--- config.mk ---
export PLATFORM = sky130hd
export DESIGN_NAME = lsu_ctrl
export DESIGN_NICKNAME = d
export VERILOG_FILES = /design/src/rtl/lsu_pkg.sv /design/src/rtl/lsu_lane.sv /design/src/rtl/lsu_ctrl.sv
export SDC_FILE = /design/constraint.sdc
export NUM_CORES = 1
export LEC_CHECK = 0
export ABC_AREA = 1
export BUFFER_PORTS_ARGS = -buffer_cell sky130_fd_sc_hd__clkbuf_2
export CAP_MARGIN = 20
export CORE_MARGIN = 10
export CORE_UTILIZATION = 47
export DETAILED_ROUTE_END_ITERATION = 12
export HOLD_SLACK_MARGIN = 0.08
export PLACE_DENSITY = 0.81
export SLEW_MARGIN = 20
export SYNTH_ARGS = -nofsm -noshare
export SYNTH_HDL_FRONTEND = slang
export SYNTH_SLANG_ARGS = --single-unit
export TNS_END_PERCENT = 10
--- constraint.sdc ---
create_clock -name clk -period 3.8 [get_ports clk]
set_input_delay 0.95 -clock clk [delete_from_list [all_inputs] [get_ports clk]]
set_output_delay 0.95 -clock clk [all_outputs]
set_load 0.01 [all_outputs]
--- src/rtl/lsu_pkg.sv ---
// Shared definitions for the load/store controller:
// size codes, FSM state encoding and the alignment rule.
package lsu_pkg;

  localparam logic [1:0] SZ_B = 2'b00;
  localparam logic [1:0] SZ_H = 2'b01;
  localparam logic [1:0] SZ_W = 2'b10;

  localparam logic [2:0] S_IDLE = 3'd0;
  localparam logic [2:0] S_RD   = 3'd1;
  localparam logic [2:0] S_WR   = 3'd2;
  localparam logic [2:0] S_DONE = 3'd3;
  localparam logic [2:0] S_ERR  = 3'd4;

  // The reserved size code is rejected the same way as a bad alignment.
  function automatic logic misaligned(
    input logic [1:0] sz,
    input logic [1:0] lo
  );
    logic m;
    case (sz)
      SZ_B:    m = 1'b0;
      SZ_H:    m = lo[0];
      SZ_W:    m = |lo;
      default: m = 1'b1;
    endcase
    return m;
  endfunction

endpackage

--- src/rtl/lsu_lane.sv ---
// Byte-lane steering: load extraction/extension
// and store merge into a little-endian 32-bit word.
module lsu_lane
  import lsu_pkg::*;
(
  input  logic [1:0]  size,
  input  logic [1:0]  a_lo,
  input  logic        sign_ext,
  input  logic [31:0] word_in,
  input  logic [31:0] wdata,
  output logic [31:0] load_val,
  output logic [31:0] merged
);

  logic [7:0]  byte_v;
  logic [15:0] half_v;
  logic [4:0]  bsel;

  always_comb begin
    bsel     = {a_lo, 3'b000};
    byte_v   = word_in[bsel +: 8];
    half_v   = a_lo[1] ? word_in[31:16] : word_in[15:0];
    load_val = word_in;
    merged   = word_in;
    case (size)
      SZ_B: begin
        load_val = {{24{sign_ext & byte_v[7]}}, byte_v};
        merged[bsel +: 8] = wdata[7:0];
      end
      SZ_H: begin
        load_val = {{16{sign_ext & half_v[15]}}, half_v};
        if (a_lo[1]) merged[31:16] = wdata[15:0];
        else         merged[15:0]  = wdata[15:0];
      end
      SZ_W: begin
        merged = wdata;
      end
      default: ;
    endcase
  end

endmodule

--- src/rtl/lsu_ctrl.sv ---
// Load/store controller FSM: one request at a time,
// word-aligned accesses, read-modify-write for sub-word stores.
module lsu_ctrl
  import lsu_pkg::*;
#(
  parameter int ADDR_W = 10
) (
  input  logic              clk,
  input  logic              rst,
  input  logic              req,
  input  logic              is_store,
  input  logic [1:0]        size,
  input  logic              sign_ext,
  input  logic [31:0]       addr,
  input  logic [31:0]       wdata,
  output logic              busy,
  output logic              done,
  output logic              misalign,
  output logic [31:0]       rdata,
  output logic              dm_we,
  output logic [ADDR_W-1:0] dm_addr,
  output logic [31:0]       dm_din,
  input  logic [31:0]       dm_dout
);

  logic [2:0]        state_q, state_d;
  logic [ADDR_W-1:0] a_q;
  logic [1:0]        size_q;
  logic              st_q;
  logic              sext_q;
  logic [31:0]       wdata_q;
  logic [31:0]       word_buf_q;
  logic [31:0]       rdata_q;

  logic [31:0] word_in;
  logic [31:0] load_val;
  logic [31:0] merged;
  logic        unused_addr;

  // Upper CPU address bits wrap away.
  assign unused_addr = ^addr[31:ADDR_W];

  // Loads extract straight from memory in RD; stores merge the buffered word.
  assign word_in = (state_q == S_RD) ? dm_dout : word_buf_q;

  lsu_lane u_lane (
    .size     (size_q),
    .a_lo     (a_q[1:0]),
    .sign_ext (sext_q),
    .word_in  (word_in),
    .wdata    (wdata_q),
    .load_val (load_val),
    .merged   (merged)
  );

  always_comb begin
    state_d = state_q;
    case (state_q)
      S_IDLE: begin
        if (req) begin
          if (misaligned(size, addr[1:0])) state_d = S_ERR;
          else                             state_d = S_RD;
        end
      end
      S_RD:    state_d = st_q ? S_WR : S_DONE;
      S_WR:    state_d = S_DONE;
      S_DONE:  state_d = S_IDLE;
      S_ERR:   state_d = S_IDLE;
      default: state_d = S_IDLE;
    endcase
  end

  always_ff @(posedge clk or posedge rst) begin
    if (rst) begin
      state_q    <= S_IDLE;
      a_q        <= '0;
      size_q     <= SZ_B;
      st_q       <= 1'b0;
      sext_q     <= 1'b0;
      wdata_q    <= '0;
      word_buf_q <= '0;
      rdata_q    <= '0;
    end else begin
      state_q <= state_d;
      if (state_q == S_IDLE && req) begin
        a_q     <= addr[ADDR_W-1:0];
        size_q  <= size;
        st_q    <= is_store;
        sext_q  <= sign_ext;
        wdata_q <= wdata;
      end
      if (state_q == S_RD) begin
        word_buf_q <= dm_dout;
        if (!st_q) rdata_q <= load_val;
      end
    end
  end

  assign busy     = (state_q != S_IDLE);
  assign done     = (state_q == S_DONE) || (state_q == S_ERR);
  assign misalign = (state_q == S_ERR);
  assign dm_we    = (state_q == S_WR);
  assign dm_addr  = {a_q[ADDR_W-1:2], 2'b00};
  assign dm_din   = merged;
  assign rdata    = rdata_q;

endmodule

==> results of run 1 <==
==> cell usage after synthesis, drive strengths merged <==
cell type | instances | share of area [%]
nand2 | 269 | 17
dfrtp | 113 | 46
inv | 107 | 6.5
o21ai | 72 | 6.3
nand3 | 53 | 4.9
buf | 32 | 3.7
a21oi | 29 | 2.4
nor2 | 29 | 1.9
or2 | 19 | 1.9
clkbuf | 16 | 0.97
o211ai | 16 | 1.9
o22ai | 15 | 1.5
a31oi | 8 | 0.81
o221ai | 8 | 1.1
ha | 5 | 1.0
o311ai | 5 | 0.71
o31ai | 4 | 0.49
nand4 | 2 | 0.30
nor3 | 2 | 0.34
o32ai | 2 | 0.28
a211oi | 1 | 0.12
clkinv | 1 | 0.061
conb | 1 | 0.061
o21a | 1 | 0.12
o21bai | 1 | 0.12
==> stage by stage <==
step                      cells  instance area [um^2]  total power (W)  hold WS [ns]  util (%)
after floorplan             812                  6180          0.00501         0.449         -
after global placement     1107                  7010          0.00649         0.463      55.1
after detailed placement   1107                  7010          0.00656         0.466      55.1
after CTS                  1139                  7570          0.00808         0.480      59.5
after global routing       1140                  7600          0.00872         0.491      59.7
final                      1140                  7600          0.00809         0.474      59.7
==> final cells by class <==
class                   instances  area share [%]
multi-input cells             543            34.9
well taps                     172            2.83
clock inverters                11            1.15
inverters                     108            5.39
repair buffers                172            12.3
flip-flops and latches        113            37.2
clock buffers                  21            6.19
==> worst max path at each step <==
stage / start / to / slack [ns] / cells after the start
2_1_floorplan: a_q[1]$_DFFE_PP0P_ / dm_din[31] / 0.78 / 6
3_3_place_gp: a_q[0]$_DFFE_PP0P_ / dm_din[23] / 0.69 / 9
3_5_place_dp: a_q[0]$_DFFE_PP0P_ / dm_din[23] / 0.68 / 9
4_1_cts: a_q[0]$_DFFE_PP0P_ / dm_din[23] / 0.22 / 9
5_1_grt: size_q[1]$_DFFE_PP0P_ / dm_din[18] / 0.04 / 8
6_report: size_q[1]$_DFFE_PP0P_ / dm_din[23] / 0.17 / 8
==> report_power, final <==
| part | internal, W | switching, W | total [W] |
|---|---|---|---|
| registers | 0.00180 | 0.000319 | 0.00212 |
| clock network | 0.000939 | 0.000538 | 0.00148 |
| logic | 0.00149 | 0.00301 | 0.00450 |
==> flip-flops by register name (all words and copies together), names as in the netlist <==
name and count:
a_q 10, rdata 32, sext_q 1, size_q 2, st_q 1, state_q 3, wdata_q 32, word_buf_q 32
==> worst max-delay path, cell delays in order, from the launching register on <==
cell	delay, ns
dfrtp_1	0.70
inv_1	0.12
nand2_1	0.27
nor2_1	0.12
a31oi_1	0.58
o22ai_1	0.14
nand2_1	0.08
o21ai_0	0.11
clkbuf_2	0.15
==> cells by family after synthesis <==
logic type,after synthesis,synth area share [%]
AOI/OAI and AO/OA,162,15.9
and+or+nand+nor,374,25.9
DFF,113,45.8
other,1,0.0608
buffers and inverters,156,11.3
adders and majority gates,5,1.01
==> per-layer routing <==
layer  track usage [%]  up-vias
met5                 0        -
met3              6.64       38
li1                  -     2896
met2              34.6      305
met1              29.7     2781
met4              9.31        0
==> flow_summary.ini, run 1 <==
[clock_network]
cts_tree = done
path_clk_slew_ns = 0.05
clock-sinks = 113
clock_path_buffers = 2
cts_buffers = 17
cts-root-buf = clkbuf_16
clk_latency_ns = 0.41
htreeDepth = 4
ctsHoldBuffers = 0
post_cts_resized = 0
post_cts_buffers = 0

[setup_path]
r2r_start = state_q[2]$_DFFE_PP0P_
arrival_ns = 2.68
endpoint_kind = output port
startpoint_type = flip-flop
reg2reg_depth = 9
crit_type = flip-flop to output port
cp.required_ns = 2.85
r2r-end = rdata[17]$_DFFE_PP0P_
path_max_fanout = 13
rrSetupSlack_ns = 1.31

[drt]
drtPass1Iterations = 5
detailedRoute.firstIterationViolations = 582
ant_nets = 0
wl_met3_um = 1920
vias_per_cell = 5.28
met1_length_um = 8430
routed.top_layer = met4
drcViolationCount = 0
vias = 6020
drt_wl_total_um = 20200
detail_route.wl_per_cell_um = 17.7
routed-wl-met2_um = 9260

[pwr]
cellLeakagePower_nw = 4.10
p_per_area_mw_per_mm2 = 1070
ir_drop_v = 0.000577

[sta]
fin_skew_ns = 0.00715
fin_crit_sh_pct = 95.5
min_period_ns = 3.63
maxSlewViolCount = 0
slew_headroom_pct = 35.7
tns_ns = 0
hold_violations = 0
grt_setup_unrepaired = false
setup_viol = 0
tightest_slew_ns = 0.962
fmax_mhz = 276
finalWorstSetupSlack_ns = 0.173

[layout]
multi_input_area_mm2 = 0.00265
syn_to_final_growth_pct = 23.1
final_cell_mix = 265 x nand2_1, 156 x clkbuf_2, 113 x dfrtp_1, 86 x inv_1, 49 x nand3_1
fillers = 1227
antenna_cells = 0
num-nets-final = 1063
ff_latch_area_mm2 = 0.00283
layout-drive-gt1-share_pct = 27.2
final_common_cell = nand2_1

[grt]
grt_pass1_vias = 5888
antenna_found_initial = 0
grt_max_degree = 67
grt_pass1_wl_um = 32300
overflow = 0
grt_usage_pct = 22.8

[floorplan]
placementRows = 41
core-area_mm2 = 0.0127
dieHeight_um = 135
pin_count = 181
fp.dieW_um = 135
die_area_mm2 = 0.0181
start_util_pct = 48.5

[yosys]
syn_inst = 811
ys_types = 40
syn_avg_cell_area_um2 = 7.61
yosysSeqAreaShare_pct = 45.8
ys_ff_latch = 113
syn_area_mm2 = 0.00617
synth_warnings = 0

[min_path]
hold_depth = 2
hp-start = rdata[10]$_DFFE_PP0P_
hold_path.class = flip-flop to flip-flop
min_to = rdata[10]$_DFFE_PP0P_

[flow_run]
drv_cap = 0

[placement]
place_ws_ns = 0.679
dp_hpwl_um = 15400
place.gp.congestion = 0.976
numPortBuffers = 156

[status]
status = complete, no violations
Note: power is estimated with default switching activity, not from simulation.
==> run 2: changes to the inputs <==
Settings changed: REMOVE_ABC_BUFFERS set to 1.
==> run 2 against run 1 <==
Net effect: largest cell class unchanged; first-iteration DRC count up 3.1%; critical path type unchanged; sequential power down 2%; critical endpoint is now dm_din[31]; combinational power about the same; worst hold slack better by 0.00094 ns.
==> flow_summary.ini, run 2 (synthesis gave the netlist of run 1 again) <==
[status]
status = complete, no violations

[layout]
fin_util_pct = 59.4
antenna_cells = 0
layout-drive-gt1-share_pct = 26.6
stdcell_count = 1136
syn_to_final_growth_pct = 22.4
final_cell_mix = 265 x nand2_1, 156 x clkbuf_2, 113 x dfrtp_1, 86 x inv_1, 49 x nand3_1
num-nets-final = 1061
final_common_cell = nand2_1

[sta]
fin_skew_ns = 0.00895
grt_setup_unrepaired = false
maxSlewViolCount = 0
fmax_mhz = 278
tightest_slew_ns = 0.715
hold_ws_ns = 0.474
slew_headroom_pct = 52.2
fin_crit_sh_pct = 94.6
setup_viol = 0
min_period_ns = 3.59
hold_violations = 0
finalWorstSetupSlack_ns = 0.206

[placement]
place.gp.congestion = 0.987
place_ws_ns = 0.685
numPortBuffers = 156
post-place-cells = 1106
dp_hpwl_um = 14500

[floorplan]
placementRows = 41
pin_count = 181
core-area_mm2 = 0.0127
dieHeight_um = 135
die_area_mm2 = 0.0181
fp.dieW_um = 135
start_util_pct = 48.5

[grt]
grt_max_degree = 61
antenna_found_initial = 0
grt_pass1_vias = 5975
overflow = 0
grt_pass1_wl_um = 31300
grt_usage_pct = 22.0

[setup_path]
path_max_fanout = 9
max_stage_delay_ns = 0.49
startpoint_type = flip-flop
arrival_ns = 2.64
cp.required_ns = 2.85
worstPathCellList = inv_1, ha_1, nor2_1, a31oi_1, o311ai_0, clkbuf_2
cp_slowest_cell = o311ai_0
endpoint_kind = output port
crit_type = flip-flop to output port

[clock_network]
cts-root-buf = clkbuf_16
post_cts_resized = 0
clock_path_buffers = 2
post_cts_buffers = 0
htreeDepth = 4
cts_buffers = 17
path_clk_slew_ns = 0.05
cts_tree = done
ctsHoldBuffers = 0
clk_latency_ns = 0.42
clock-sinks = 113

[flow_run]
drv_cap = 0

[drt]
ant_nets = 0
detailedRoute.firstIterationViolations = 600
vias_per_cell = 5.34
detail_route.wl_per_cell_um = 17.6
drcViolationCount = 0
drtPass1Iterations = 6
drt_wl_total_um = 20000
vias = 6066

[min_path]
hold_path.class = flip-flop to flip-flop

[pwr]
p_per_area_mw_per_mm2 = 1070
cellLeakagePower_nw = 4.08
ir_drop_v = 0.000508
run 2: cell types whose count changed in the layout (fill, tap and decap cells not counted), sizes merged:
cell | before | now
clkinv | 8 | 5
inv | 106 | 107
clkbuf | 177 | 180
buf | 16 | 14
clkinvlp | 4 | 1
run 2: critical path: cells and delay by family (launching register included):
family	cells	cell delay, ns
fa+ha+maj	1	0.35
flops	1	0.38
compound gates	2	0.61
buf+inv	2	0.53
simple gates	1	0.34
run 2: routing by layer:
layer  global-route usage [%]  vias up  wire length (um)
met5                        0        -                 0
li1                         -     2886                 -
met3                     8.46       33              2240
met1                     27.3     2842              8250
met2                     34.4      305              9100
met4                     7.50        0               400
run 2: final timing paths:
kind / endpoint / slack, ns / startpoint / cells after the start
min in group asynchronous: word_buf_q[15]$_DFF_PP0_ / 0.63 / rst / 2
max reg2reg: rdata[2]$_DFFE_PP0P_ / 1.15 / state_q[2]$_DFFE_PP0P_ / 10
max in group asynchronous: size_q[0]$_DFFE_PP0P_ / 2.39 / rst / 3
min: rdata[12]$_DFFE_PP0P_ / 0.47 / rdata[12]$_DFFE_PP0P_ / 2
min reg2reg: rdata[12]$_DFFE_PP0P_ / 0.47 / rdata[12]$_DFFE_PP0P_ / 2
max: dm_din[31] / 0.21 / a_q[0]$_DFFE_PP0P_ / 6
run 2: layout make-up:
class	instances	area, um^2
tap	172	215
inverter	108	408
multi-input combinational	543	2650
fill	1256	5170
sequential	113	2830
clock buffer	24	482
timing repair buffer	170	911
clock inverter	6	57.6
run 2: where the power goes:
group | switching (W) | internal [W] | total, W
clock | 0.000535 | 0.000935 | 0.00147
combinational | 0.00303 | 0.00148 | 0.00451
sequential | 0.000282 | 0.00180 | 0.00208
run 2: through the flow:
| step | total power, W | TNS, ns | cell area (um^2) |
|---|---|---|---|
| 3_5_place_dp | 0.00651 | 0 | 7020 |
| 3_3_place_gp | 0.00643 | 0 | 7020 |
| 2_1_floorplan | 0.00479 | -15.52 | 5880 |
| 6_report | 0.00806 | 0 | 7550 |
| 5_1_grt | 0.00866 | 0 | 7550 |
| 4_1_cts | 0.00803 | 0 | 7550 |
==> run 3: changes to the inputs <==
Settings changed: CORE_ASPECT_RATIO set to 0.6, SLEW_MARGIN 20 to 5.
==> run 3 against run 2 <==
Net effect: combinational power decreased by 0.9%; critical endpoint is now dm_din[18]; clock skew shrank 0.0021 ns; utilization shrank 0.62 points; clock-buffer cell count decreased by 4; worst hold slack improved by 0.0010 ns; largest power group unchanged; critical path type unchanged; highest routed layer unchanged; sequential share of layout area about the same; non-clock buffer count down 1.
==> flow_summary.ini, run 3 (synthesis gave the netlist of run 1 again) <==
[setup_path]
r2r-end = rdata[19]$_DFFE_PP0P_
endpoint_kind = output port
reg2reg_depth = 11
r2r_start = state_q[2]$_DFFE_PP0P_
startpoint_type = flip-flop
rrSetupSlack_ns = 1.34
arrival_ns = 2.68
cp.required_ns = 2.85
path_max_fanout = 17
crit_type = flip-flop to output port

[sta]
fin_skew_ns = 0.00687
hold_violations = 0
finalWorstSetupSlack_ns = 0.172
slew_headroom_pct = 33.3
tightest_slew_ns = 1.00
min_period_ns = 3.63
grt_setup_unrepaired = false
fmax_mhz = 276
fin_crit_sh_pct = 95.5
setup_viol = 0
maxSlewViolCount = 0

[layout]
layout-drive-gt1-share_pct = 27.1
syn_to_final_growth_pct = 22.4
num-nets-final = 1060
final_cell_mix = 265 x nand2_1, 156 x clkbuf_2, 113 x dfrtp_1, 86 x inv_1, 49 x nand3_1
stdcell_count = 1134
final_common_cell = nand2_1
antenna_cells = 0
fin_util_pct = 58.8

[drt]
vias = 6190
detail_route.wl_per_cell_um = 17.7
drcViolationCount = 0
drt_wl_total_um = 20100
vias_per_cell = 5.46
detailedRoute.firstIterationViolations = 839
drtPass1Iterations = 5
ant_nets = 0

[pwr]
p_per_area_mw_per_mm2 = 1070
ir_drop_v = 0.000585
cellLeakagePower_nw = 4.07
power_w = 0.00807

[grt]
grt_pass1_vias = 6109
grt_usage_pct = 21.9
grt_pass1_wl_um = 32000
grt_max_degree = 67
overflow = 0
antenna_found_initial = 0

[floorplan]
start_util_pct = 48.0
core-area_mm2 = 0.0129
die_area_mm2 = 0.0183
fp.dieW_um = 168
placementRows = 32
dieHeight_um = 109
pin_count = 181

[placement]
place_ws_ns = 0.573
post-place-cells = 1103
numPortBuffers = 156
dp_hpwl_um = 14900
place.gp.congestion = 0.932

[clock_network]
path_clk_slew_ns = 0.05
cts_tree = done
cts-root-buf = clkbuf_16
cts_buffers = 17
htreeDepth = 4
clk_latency_ns = 0.41
clock_path_buffers = 2
ctsHoldBuffers = 0
clock-sinks = 113

[flow_run]
drv_cap = 0

[status]
status = complete, no violations

[min_path]
hp-start = a_q[9]$_DFFE_PP0P_
hold_depth = 2
min_to = a_q[9]$_DFFE_PP0P_
hold_path.class = flip-flop to flip-flop
-- run 3: cell types whose count changed in the layout (fill, tap and decap cells not counted), sizes merged --
cell / delta
clkinv: +2
clkinvlp: +3
buf: -1
clkbuf: -4
-- run 3: how the worst max path moves through the flow --
stage	endpoint	slack, ns	startpoint	cells after the start
floorplan	a_q[0]$_DFFE_PP0P_	-0.14	rst	1
global placement	dm_din[18]	0.63	a_q[0]$_DFFE_PP0P_	9
detailed placement	dm_din[18]	0.57	a_q[0]$_DFFE_PP0P_	9
CTS	dm_din[18]	0.1	a_q[0]$_DFFE_PP0P_	9
global route	dm_din[18]	0.04	a_q[0]$_DFFE_PP0P_	9
finish	dm_din[18]	0.17	a_q[1]$_DFFE_PP0P_	9
-- run 3: metrics by stage --
step | hold slack, ns | setup TNS, ns | area (um^2)
2_1_floorplan | 0.449 | -15.52 | 5880
3_3_place_gp | 0.463 | 0 | 6990
3_5_place_dp | 0.465 | 0 | 6990
4_1_cts | 0.480 | 0 | 7540
5_1_grt | 0.496 | 0 | 7550
6_report | 0.475 | 0 | 7550
-- run 3: layout make-up --
class,instances,area [um^2]
clock buffers,20,457
clock inverters,11,90.1
fillers,1195,5300
inverters,108,408
multi-input cells,543,2670
flip-flops and latches,113,2830
well taps,170,213
repair buffers,169,891
-- run 3: power by group --
part / switching (W) / internal [W] / leakage (nW)
clock: 0.000559 / 0.000920 / 0.263
sequential: 0.000327 / 0.00180 / 1.36
combinational: 0.00299 / 0.00147 / 2.44
total: 0.00388 / 0.00419 / 4.07
-- run 3: layer usage --
metal	GRT usage [%]	wire length, um	share of wire (%)
met5	0	0	0
met4	6.99	393	2.0
met3	8.08	2530	13
met2	32.5	8570	43
met1	29.2	8630	43
-- run 3: critical path, stage by stage, from the launching register on --
cell,delay [ns]
dfrtp_1,0.35
clkinv_1,0.18
buf_4,0.26
ha_1,0.28
nor2_1,0.20
a31oi_2,0.26
nor2_1,0.17
a21oi_1,0.05
o21ai_0,0.31
clkbuf_2,0.20
-- run 3: repair_timing --
| action | CTS | global route |
|---|---|---|
| gates resized for setup | 0 | 2 |
| endpoints found under the setup margin | 0 | 7 |
| setup buffers | 0 | 0 |
